## src/rtl/present_sbox_layer_seq.sv

```systemverilog
// Feeds a 3-share 64-bit PRESENT state through an external pipelined masked S-box,
// one nibble per cycle, and reassembles the output shares. Optional: RND_ERR_EN (rnd_err).
module present_sbox_layer_seq #(
    parameter int SBOX_LAT = 5,
    parameter int RND_W    = 24
) (
    input  logic             clk,
    input  logic             rst_i,
    input  logic             in_valid,
    output logic             in_ready,
    input  logic [63:0]      in_s1,
    input  logic [63:0]      in_s2,
    input  logic [63:0]      in_s3,
    input  logic             rnd_valid,
    output logic             rnd_ready,
    input  logic [RND_W-1:0] rnd_in,
    output logic [3:0]       sbox_in1,
    output logic [3:0]       sbox_in2,
    output logic [3:0]       sbox_in3,
    output logic [RND_W-1:0] sbox_r,
    input  logic [3:0]       sbox_out1,
    input  logic [3:0]       sbox_out2,
    input  logic [3:0]       sbox_out3,
    output logic             out_valid,
    input  logic             out_ready,
    output logic [63:0]      out_s1,
    output logic [63:0]      out_s2,
    output logic [63:0]      out_s3
`ifdef RND_ERR_EN
    ,
    output logic             rnd_err
`endif
);

    typedef enum logic [1:0] {IDLE, ISSUE, DRAIN, DONE} state_t;

    state_t              state_q, state_d;
    logic [3:0]          issue_cnt_q, issue_cnt_d;
    logic [3:0]          cap_cnt_q, cap_cnt_d;
    logic [SBOX_LAT-1:0] tag_q, tag_d;
    logic [63:0]         buf1_q, buf1_d, buf2_q, buf2_d, buf3_q, buf3_d;
    logic [63:0]         out1_q, out1_d, out2_q, out2_d, out3_q, out3_d;
    logic [3:0]          sin1_q, sin1_d, sin2_q, sin2_d, sin3_q, sin3_d;
    logic [RND_W-1:0]    sr_q, sr_d;
    logic                push;
`ifdef RND_ERR_EN
    logic                rnd_err_q, rnd_err_d;
`endif

    always_comb begin
        state_d     = state_q;
        issue_cnt_d = issue_cnt_q;
        cap_cnt_d   = cap_cnt_q;
        buf1_d      = buf1_q;
        buf2_d      = buf2_q;
        buf3_d      = buf3_q;
        out1_d      = out1_q;
        out2_d      = out2_q;
        out3_d      = out3_q;
        sin1_d      = 4'h0;
        sin2_d      = 4'h0;
        sin3_d      = 4'h0;
        sr_d        = '0;
        push        = 1'b0;
        rnd_ready   = 1'b0;
        in_ready    = (state_q == IDLE);
        out_valid   = (state_q == DONE);

        unique case (state_q)
            IDLE: begin
                if (in_valid) begin
                    buf1_d      = in_s1;
                    buf2_d      = in_s2;
                    buf3_d      = in_s3;
                    issue_cnt_d = 4'h0;
                    cap_cnt_d   = 4'h0;
                    state_d     = ISSUE;
                end
            end
            ISSUE: begin
                if (rnd_valid) begin
                    sin1_d      = buf1_q[{issue_cnt_q, 2'b00} +: 4];
                    sin2_d      = buf2_q[{issue_cnt_q, 2'b00} +: 4];
                    sin3_d      = buf3_q[{issue_cnt_q, 2'b00} +: 4];
                    push        = 1'b1;
                    rnd_ready   = 1'b1;
                    issue_cnt_d = issue_cnt_q + 4'd1;
                    if (issue_cnt_q == 4'hF) state_d = DRAIN;
                end
            end
            DRAIN: begin
                // later S-box stages still remask, so randomness keeps flowing
                rnd_ready = rnd_valid;
            end
            DONE: begin
                if (out_ready) state_d = IDLE;
            end
            default: state_d = IDLE;
        endcase

        if (state_q == ISSUE || state_q == DRAIN) begin
`ifdef RND_ERR_EN
            sr_d = rnd_valid ? rnd_in : '0;
`else
            sr_d = rnd_in;
`endif
            // the oldest tag marks a real nibble arriving from the S-box this cycle
            if (tag_q[SBOX_LAT-1]) begin
                out1_d[{cap_cnt_q, 2'b00} +: 4] = sbox_out1;
                out2_d[{cap_cnt_q, 2'b00} +: 4] = sbox_out2;
                out3_d[{cap_cnt_q, 2'b00} +: 4] = sbox_out3;
                cap_cnt_d = cap_cnt_q + 4'd1;
                if (state_q == DRAIN && cap_cnt_q == 4'hF) state_d = DONE;
            end
        end

        tag_d = SBOX_LAT'({tag_q, push});

`ifdef RND_ERR_EN
        rnd_err_d = rnd_err_q | (~rnd_valid & (|tag_q));
`endif
    end

    always_ff @(posedge clk) begin
        if (rst_i) begin
            state_q     <= IDLE;
            issue_cnt_q <= 4'h0;
            cap_cnt_q   <= 4'h0;
            tag_q       <= '0;
            out1_q      <= '0;
            out2_q      <= '0;
            out3_q      <= '0;
            sin1_q      <= 4'h0;
            sin2_q      <= 4'h0;
            sin3_q      <= 4'h0;
            sr_q        <= '0;
        end else begin
            state_q     <= state_d;
            issue_cnt_q <= issue_cnt_d;
            cap_cnt_q   <= cap_cnt_d;
            tag_q       <= tag_d;
            out1_q      <= out1_d;
            out2_q      <= out2_d;
            out3_q      <= out3_d;
            sin1_q      <= sin1_d;
            sin2_q      <= sin2_d;
            sin3_q      <= sin3_d;
            sr_q        <= sr_d;
        end
    end

    // input share buffer carries no control meaning, so it is left out of reset
    always_ff @(posedge clk) begin
        buf1_q <= buf1_d;
        buf2_q <= buf2_d;
        buf3_q <= buf3_d;
    end

`ifdef RND_ERR_EN
    always_ff @(posedge clk) begin
        if (rst_i) rnd_err_q <= 1'b0;
        else       rnd_err_q <= rnd_err_d;
    end
    assign rnd_err = rnd_err_q;
`endif

    assign sbox_in1 = sin1_q;
    assign sbox_in2 = sin2_q;
    assign sbox_in3 = sin3_q;
    assign sbox_r   = sr_q;
    assign out_s1   = out1_q;
    assign out_s2   = out2_q;
    assign out_s3   = out3_q;

endmodule

```

## config.mk

```make
export PLATFORM = sky130hd
export DESIGN_NAME = present_sbox_layer_seq
export DESIGN_NICKNAME = d
export VERILOG_FILES = /design/src/rtl/present_sbox_layer_seq.sv
export SDC_FILE = /design/constraint.sdc
export NUM_CORES = 1
export LEC_CHECK = 0
export ABC_AREA = 1
export BUFFER_PORTS_ARGS = -buffer_cell sky130_fd_sc_hd__buf_2
export CAP_MARGIN = 20
export CORE_MARGIN = 2
export CORE_UTILIZATION = 35
export CTS_CLUSTER_SIZE = 20
export DETAILED_ROUTE_END_ITERATION = 10
export PLACE_DENSITY_LB_ADDON = 0.1
export SYNTH_ARGS = -nofsm -noshare
export SYNTH_HDL_FRONTEND = slang
export SYNTH_SLANG_ARGS = --single-unit
```

## constraint.sdc

```tcl
create_clock -name clk -period 4.85 [get_ports clk]
set_input_delay 0.7275 -clock clk [delete_from_list [all_inputs] [get_ports clk]]
set_output_delay 0.7275 -clock clk [all_outputs]
set_load 0.005 [all_outputs]
```

==> results of run 1 <==
metrics by stage:
| step | utilization (%) | total power, W |
|---|---|---|
| detailed placement | 41.0 | 0.00482 |
| CTS | 44.3 | 0.00851 |
| global placement | 41.0 | 0.00481 |
| finish | 44.4 | 0.00839 |
| floorplan | - | 0.00452 |
| global route | 44.3 | 0.00873 |
final timing paths:
path | endpoint | start | slack [ns]
hold reg to reg | tag_q[1] | tag_q[0] | 0.39
setup reg to reg | out_s3[50] | cap_cnt_q[0] | 1.19
hold / removal | buf3_q[62] | in_s3[62] | 0.33
setup / recovery | out_s3[50] | cap_cnt_q[0] | 1.19
area by class of cell:
| cell class | instances | share of cell area (%) |
|---|---|---|
| Antenna cell | 3 | 0.0346 |
| Clock buffer | 67 | 6.72 |
| Clock inverter | 19 | 0.657 |
| Inverter | 180 | 3.13 |
| Multi-Input combinational cell | 1266 | 25.4 |
| Sequential cell | 435 | 49.0 |
| Tap cell | 664 | 3.83 |
| Timing Repair Buffer | 476 | 11.2 |
metal layers:
metal	vias up	track usage (%)	wire, um
met5	-	0	97
met4	16	7.13	1620
met3	100	4.67	3670
met2	435	35.7	26700
met1	6585	24.9	21900
li1	7216	-	-
power by group:
| part | total [W] | switching, W | internal, W |
|---|---|---|---|
| Clock | 0.00367 | 0.00151 | 0.00216 |
| Sequential | 0.00403 | 0.0000333 | 0.00399 |
| Combinational | 0.000696 | 0.000479 | 0.000217 |
flip-flops by register name, summed over array words and instances, names as in the netlist, 5 cells and up:
name    count
out_s1     64
buf3_q     64
buf2_q     64
out_s3     64
out_s2     64
tag_q       5
buf1_q     64
sbox_r     24
Yosys cell counts, types with 5 or more instances:
library cell	n	share of area [%]
a21oi_1	108	3.1
buf_1	5	0.11
buf_2	30	0.86
buf_4	14	0.60
clkbuf_1	64	1.4
dfxtp_1	243	28
edfxtp_1	192	33
ha_1	9	0.65
inv_1	170	3.7
inv_2	10	0.22
nand2_1	537	12
nand3_1	167	4.8
nand4_1	21	0.76
nor2_1	306	6.6
nor3_1	20	0.58
o21ai_0	64	1.8
kinds of logic (layout without fill, tap and decap cells):
group,count (synthesis),count (layout),synth area share (%)
buffers and inverters,297,742,7.11
AO/OA/AOI/OAI,179,179,5.24
adder cells (fa/ha/maj),9,9,0.648
other,0,3,0
XOR/XNOR,1,1,0.0504
flip-flops,435,435,61.2
AND/OR/NAND/NOR,1077,1077,25.8
worst max-delay path: cells and delay by family (launching register included):
kind                     cells  cell delay (ns)
AND/OR/NAND/NOR              4             1.24
AO/OA/AOI/OAI                1             0.07
buffers and inverters        2             0.80
adder cells (fa/ha/maj)      1             0.48
flip-flops                   1             0.86
==> flow_metrics.env, run 1 <==
export IMPL_status="finished, final reports clean"
export IMPL_dieArea_mm2=0.0515
export IMPL_min_period_ns=3.66
export IMPL_ys_async_sr_fraction_pct=0
export IMPL_finalNetCount=2650
export IMPL_irDropWorstVdd_v=0.000293
export IMPL_fin_cells=3110
export IMPL_critPathKind="flop to flop"
export IMPL_ctsResizeCount=0
export IMPL_ios=464
export IMPL_dp_cells=3020
export IMPL_grt_max_degree=134
export IMPL_die_w_um=227
export IMPL_drtAntennaViolNets=0
export IMPL_maxSlewViolCount=0
export IMPL_synthCells=1998
export IMPL_skew_ns=0.0153
export IMPL_vias=14400
export IMPL_overflow=0
export IMPL_via_per_inst=4.61
export IMPL_fin_ws_ns=1.19
export IMPL_setup_viol=0
export IMPL_multi_input_area_mm2=0.00551
export IMPL_drc=0
export IMPL_core_mm2=0.0490
export IMPL_fill_cells=4976
export IMPL_ctsHoldBuffers=0
export IMPL_syn_num_nets=2240
export IMPL_ctsHtreeMaxLevel=2
export IMPL_num_rows=81
export IMPL_period_share_pct=75.5
export IMPL_synth_edf_count=192
export IMPL_cts_made_buffers=49
export IMPL_final_seq_area_mm2=0.0106
export IMPL_holdWs_ns=0.325
export IMPL_cp_max_fo=24
export IMPL_drive_gt1_share_pct=24.3
export IMPL_drv_cap=0
export IMPL_wl_per_cell_um=17.3
export IMPL_dp_hpwl_um=38000
export IMPL_crit_path_top_delay_cell="dfxtp_1"
export IMPL_drt_wl_total_um=53900
export IMPL_ys_flop_type="dfxtp_1"
export IMPL_synth_area_per_cell_um2=8.70
export IMPL_syn2layout_area_growth_pct=24.9
export IMPL_finalSetupTns_ns=0
export IMPL_ys_seq_area_share_pct=61.2
export IMPL_arrival_ns=4.06
export IMPL_synth_warnings=0
export IMPL_fmax_mhz=273
export IMPL_netlist_area_mm2=0.0174
export IMPL_ys_types=31
export IMPL_cts_sinks=435
export IMPL_portBuffers=463
export IMPL_grt_pass1_vias=13800
export IMPL_tightest_slew_ns=1.13
export IMPL_clk_pin_slew_ns=0.06
export IMPL_grt_first_pass_wirelength_um=80300
export IMPL_final_common_cell="nand2_1"
export IMPL_grt_use_total_pct=20.5
export IMPL_firstDrtPassIters=6
export IMPL_dp_slack_ns=1.26
export IMPL_power_leakage_nw=10.1
export IMPL_rsz0062_at_grt="no"
export IMPL_cts_root_buf="clkbuf_16"
export IMPL_crit_top_cell="nand2_1"
export IMPL_cp_start_kind="flop"
export IMPL_hold_class="input port to flop"
export IMPL_clk_latency_ns=0.58
export IMPL_clockBufferDepth=3
export IMPL_antenna_found_initial=13
export IMPL_r2r_cells=8
export IMPL_power_density_mw_per_mm2=386
export IMPL_placed_cell_area_mm2=0.0201
export IMPL_start_util_pct=35.5
export IMPL_worstHoldPathCells=1
export IMPL_final_area_mm2=0.0217
export IMPL_die_h_um=227
export IMPL_drtIter0Drc=943
export IMPL_place_congestion=0.802
export IMPL_hold_viol_final=0
export IMPL_layout_common_cells="nand2_1 (537), buf_2 (462), nor2_1 (306)"
export IMPL_yosys_register_bits=435
export IMPL_path_cells="inv_2, ha_1, inv_1, nand3_1, nor2_4, nand2_1, nand2_1, a21oi_1"
export IMPL_endpoint_kind="flop"
export IMPL_post_cts_buffers=0
export IMPL_cts_tree="yes"
export IMPL_cpPeakStageDelay_ns=0.86
export IMPL_crit_required_ns=5.24
export IMPL_slew_headroom_pct=24.9
Power figures use the tool's default switching activity.
==> inputs of run 2 (changes only) <==
clock period = 3.2 ns   (was 4.85 ns; I/O delays follow)
==> run 2 against run 1 <==
Against the previous run:
- via count barely moved
- combinational power grew 49%
- power up 51%
- design area increased by 0.16%
- worst setup slack got worse by 0.78 ns
- largest cell class unchanged
==> flow_metrics.env, run 2 (synthesized netlist as in run 1, its figures left out) <==
export IMPL_crit_required_ns=3.64
export IMPL_startpoint="cap_cnt_q[1]"
export IMPL_die_h_um=227
export IMPL_drtIter0Drc=1023
export IMPL_clk_latency_ns=0.59
export IMPL_crit_buf_inv=3
export IMPL_drv_cap=0
export IMPL_drive_gt1_share_pct=24.2
export IMPL_layout_common_cells="nand2_1 (536), buf_2 (462), nor2_1 (306)"
export IMPL_drtAntennaViolNets=0
export IMPL_hold_end="buf3_q[41]"
export IMPL_worst_r2r_startpoint="cap_cnt_q[1]"
export IMPL_ctsHoldBuffers=0
export IMPL_hold_viol_final=0
export IMPL_cpPeakStageDelay_ns=0.57
export IMPL_vias=14400
export IMPL_rrSetupSlack_ns=0.41
export IMPL_crit_path_top_delay_cell="nor2_4"
export IMPL_grt_pass1_vias=13700
export IMPL_wl_per_cell_um=17.4
export IMPL_clockPowerShare_pct=43.6
export IMPL_status="finished, final reports clean"
export IMPL_setup_viol=0
export IMPL_ios=464
export IMPL_worstHoldPathCells=1
export IMPL_clockBufferDepth=3
export IMPL_switching_power_w=0.00309
export IMPL_finalNetCount=2654
export IMPL_arrival_ns=3.23
export IMPL_portBuffers=463
export IMPL_overflow=0
export IMPL_grt_max_degree=193
export IMPL_fin_ws_ns=0.406
export IMPL_cp_start_kind="flop"
export IMPL_num_rows=81
export IMPL_finalSetupTns_ns=0
export IMPL_fill_cells=4963
export IMPL_internal_power_w=0.00960
export IMPL_hp_start="in_s3[41]"
export IMPL_dp_slack_ns=0.427
export IMPL_skew_ns=0.0252
export IMPL_cp_max_fo=26
export IMPL_dp_hpwl_um=37700
export IMPL_pwr_share_comb_pct=8.2
export IMPL_critPathTopFamily="simple AND/OR/NAND/NOR gates"
export IMPL_slew_headroom_pct=18.0
export IMPL_final_common_cell="nand2_1"
export IMPL_fin_cells=3115
export IMPL_swShare_pct=24.4
export IMPL_min_period_ns=2.79
export IMPL_cts_root_buf="clkbuf_16"
export IMPL_dieArea_mm2=0.0515
export IMPL_cts_tree="yes"
export IMPL_ctsHtreeMaxLevel=2
export IMPL_cts_sinks=435
export IMPL_start_util_pct=35.5
export IMPL_syn2layout_area_growth_pct=25.1
export IMPL_crit_top_cell="nand2_1"
export IMPL_dp_cells=3025
export IMPL_drt_wl_total_um=54100
export IMPL_core_mm2=0.0490
export IMPL_maxSlewViolCount=0
export IMPL_firstDrtPassIters=6
export IMPL_antenna_found_initial=8
export IMPL_final_area_mm2=0.0217
export IMPL_grt_first_pass_wirelength_um=79700
export IMPL_ctsResizeCount=0
export IMPL_endpoint_kind="flop"
export IMPL_tightest_slew_ns=1.23
export IMPL_via_per_inst=4.61
export IMPL_drc=0
export IMPL_seq_power_share_pct=48.2
export IMPL_rsz0062_at_grt="no"
export IMPL_post_cts_buffers=0
export IMPL_path_cells="inv_1, ha_1, inv_1, nand2_1, nand2_4, inv_2, nor2_4, nand2_1, nand2_1, a21oi_1"
export IMPL_r2r_end="out_s2[59]"
export IMPL_grt_use_total_pct=20.4
export IMPL_critPathKind="flop to flop"
export IMPL_place_congestion=0.797
export IMPL_cts_made_buffers=49
export IMPL_placed_cell_area_mm2=0.0202
export IMPL_fmax_mhz=358
export IMPL_period_share_pct=87.3
export IMPL_clk_pin_slew_ns=0.06
export IMPL_power_density_mw_per_mm2=584
export IMPL_r2r_cells=10
export IMPL_power_leakage_nw=10.2
export IMPL_die_w_um=227
export IMPL_hold_class="input port to flop"
export IMPL_irDropWorstVdd_v=0.000408
## run 2: cell count changes in the layout (fill, tap and decap cells not counted), moves of 3 or more
| cell | delta |
|---|---|
| clkinv_1 | +4 |
| clkinv_2 | -5 |
| buf_4 | +3 |
| clkinv_4 | -3 |
| clkbuf_1 | +8 |
## run 2: cell type report
| type | instances | area, um2 | area share (%) |
|---|---|---|---|
| clock buffer | 75 | 1500 | 6.89 |
| inverter | 180 | 681 | 3.13 |
| clock inverter | 14 | 78.8 | 0.362 |
| antenna | 1 | 2.50 | 0.0115 |
| multi-input combinational | 1266 | 5530 | 25.4 |
| timing repair buffer | 480 | 2480 | 11.4 |
| sequential | 435 | 10600 | 48.9 |
| tap | 664 | 831 | 3.82 |
## run 2: how the worst max path moves through the flow
stage                             to  slack [ns]  depth (start not counted)
after global routing      out_s3[59]        0.12                         10
after global placement    out_s3[59]        0.51                         10
after CTS                 out_s2[59]        0.41                         10
final                     out_s2[59]        0.41                         10
after detailed placement  out_s2[59]        0.43                         10
after floorplan            buf1_q[0]       -0.68                          4
## run 2: metrics by stage
stage | utilization (%) | power, W | hold slack [ns]
after detailed placement | 41.2 | 0.00731 | 0.393
final | 44.4 | 0.0127 | 0.0621
after global routing | 44.4 | 0.0132 | 0.0246
after CTS | 44.4 | 0.0129 | 0.0175
after floorplan | - | 0.00685 | 0.388
after global placement | 41.2 | 0.00730 | 0.388
## run 2: power by group through the flow
stage | logic (W) | registers (W) | clock network, W
floorplan | 0.000617 | 0.00623 | 0
global placement | 0.00107 | 0.00624 | 0
detailed placement | 0.00107 | 0.00624 | 0
CTS | 0.00107 | 0.00612 | 0.00568
global route | 0.00118 | 0.00614 | 0.00587
finish | 0.00104 | 0.00612 | 0.00553
## run 2: routing by layer
metal / up-vias / GRT usage (%) / part of all wire, %
met3: 92 / 5.21 / 6.9
met4: 14 / 6.41 / 2.8
li1: 7230 / - / -
met1: 6616 / 25.7 / 42
met2: 410 / 34.3 / 48
met5: - / 0 / 0.17
==> inputs of run 3 (changes only) <==
clock period = 2.7 ns   (was 3.2 ns; I/O delays follow)
==> run 3 against run 2 <==
Against the previous run:
- power increased by 22%
- critical path depth decreased by 1
- clock skew decreased by 0.0099 ns
- combinational power increased by 45%
- global-route usage increased by 1.1 points
- sequential cell count unchanged
- utilization increased by 4.5 points
- first-iteration DRC count decreased by 9.1%
- critical path type unchanged
- largest cell class unchanged
- highest routed layer unchanged
==> flow_metrics.env, run 3 (synthesized netlist as in run 1, its figures left out) <==
export IMPL_status="finished, final reports clean"
export IMPL_cp_max_fo=12
export IMPL_clk_latency_ns=0.59
export IMPL_overflow=0
export IMPL_drtIter0Drc=930
export IMPL_skew_ns=0.0154
export IMPL_crit_required_ns=3.15
export IMPL_period_share_pct=89.5
export IMPL_final_area_mm2=0.0240
export IMPL_via_per_inst=4.60
export IMPL_ctsHtreeMaxLevel=2
export IMPL_fill_cells=4684
export IMPL_drive_gt1_share_pct=22.8
export IMPL_wl_per_cell_um=17.1
export IMPL_endpoint_kind="flop"
export IMPL_arrival_ns=2.86
export IMPL_setup_viol=0
export IMPL_drc=0
export IMPL_final_common_cell="nand2_1"
export IMPL_cts_root_buf="clkbuf_16"
export IMPL_cts_tree="yes"
export IMPL_maxSlewViolCount=0
export IMPL_drtAntennaViolNets=0
export IMPL_finalNetCount=2871
export IMPL_portBuffers=463
export IMPL_die_w_um=227
export IMPL_grt_max_degree=193
export IMPL_place_congestion=0.825
export IMPL_irDropWorstVdd_v=0.000679
export IMPL_hold_viol_final=0
export IMPL_hold_class="input port to flop"
export IMPL_tightest_slew_ns=1.46
export IMPL_clockBufferDepth=3
export IMPL_cts_made_buffers=49
export IMPL_core_mm2=0.0490
export IMPL_drv_cap=0
export IMPL_vias=15300
export IMPL_placed_cell_area_mm2=0.0203
export IMPL_dieArea_mm2=0.0515
export IMPL_layout_common_cells="nand2_1 (536), buf_2 (462), nor2_1 (305)"
export IMPL_ios=464
export IMPL_critPathKind="flop to flop"
export IMPL_holdWs_ns=0.0418
export IMPL_finalSetupTns_ns=0
export IMPL_antenna_found_initial=6
export IMPL_clk_pin_slew_ns=0.06
export IMPL_power_leakage_nw=11.1
export IMPL_dp_hpwl_um=37800
export IMPL_grt_first_pass_wirelength_um=84400
export IMPL_fmax_mhz=414
export IMPL_power_density_mw_per_mm2=645
export IMPL_cp_start_kind="flop"
export IMPL_num_rows=81
export IMPL_rsz0062_at_grt="no"
export IMPL_post_cts_buffers=0
export IMPL_grt_pass1_vias=14900
export IMPL_total_power_w=0.0155
export IMPL_grt_use_total_pct=21.6
export IMPL_min_period_ns=2.42
export IMPL_cts_sinks=435
export IMPL_start_util_pct=35.5
export IMPL_slew_headroom_pct=2.81
export IMPL_firstDrtPassIters=5
export IMPL_die_h_um=227
export IMPL_drt_wl_total_um=56900
export IMPL_syn2layout_area_growth_pct=37.9
==> run 3: worst paths after layout <==
kind                            slack (ns)  cells after the start         end       start
worst max-delay path                  0.28                      9  out_s3[40]  state_q[1]
worst min-delay path                  0.04                      3   sbox_r[1]   rnd_in[1]
worst max register to register        0.28                      9  out_s3[40]  state_q[1]
worst min register to register        0.39                      2    tag_q[1]    tag_q[0]
==> run 3: power by group <==
part | switching [W] | internal [W] | leakage, nW | total [W]
sequential | 0.0000734 | 0.00718 | 3.81 | 0.00725
clock | 0.00276 | 0.00395 | 0.792 | 0.00670
combinational | 0.000911 | 0.000595 | 6.50 | 0.00151
total | 0.00374 | 0.0117 | 11.1 | 0.0155
==> run 3: routing by layer <==
metal  global-route usage [%]  share of wire [%]  up-vias
li1                         -                  -     7673
met1                     25.8                 41     7094
met2                     36.9                 49      445
met3                     5.59                6.5      113
met4                     8.49                3.8        6
met5                        0              0.065        -
==> run 3: layout make-up <==
| cell class | instances | area [um2] | area share [%] |
|---|---|---|---|
| Tap cell | 664 | 831 | 3.47 |
| Clock inverter | 28 | 248 | 1.03 |
| Multi-Input combinational cell | 1266 | 5540 | 23.1 |
| Clock buffer | 62 | 1360 | 5.69 |
| Antenna cell | 2 | 5.00 | 0.0209 |
| Timing Repair Buffer | 697 | 4660 | 19.4 |
| Sequential cell | 435 | 10600 | 44.4 |
| Inverter | 180 | 681 | 2.84 |
==> run 3: worst max-delay path, stage by stage (launching register included) <==
cell     delay (ns)
dfxtp_2        0.36
inv_2          0.06
ha_4           0.27
nand2_1        0.17
inv_2          0.16
nand2_2        0.13
a21oi_2        0.44
nand2_1        0.44
nand2_1        0.16
a21oi_1        0.08
==> run 3: metrics by stage <==
step / cells / utilization [%] / worst slack, ns
final: 3334 / 48.9 / 0.284
after global routing: 3334 / 48.9 / 0.0952
after CTS: 3332 / 48.9 / 0.228
after detailed placement: 3034 / 41.4 / 0.234
after global placement: 3034 / 41.4 / 0.357
after floorplan: 1998 / - / -1.18
==> run 3: what timing repair did <==
item,4_1_cts,5_1_grt
setup endpoints to repair,0,12
hold endpoints to repair,208,0
resized for setup,0,1
hold buffers,208,0
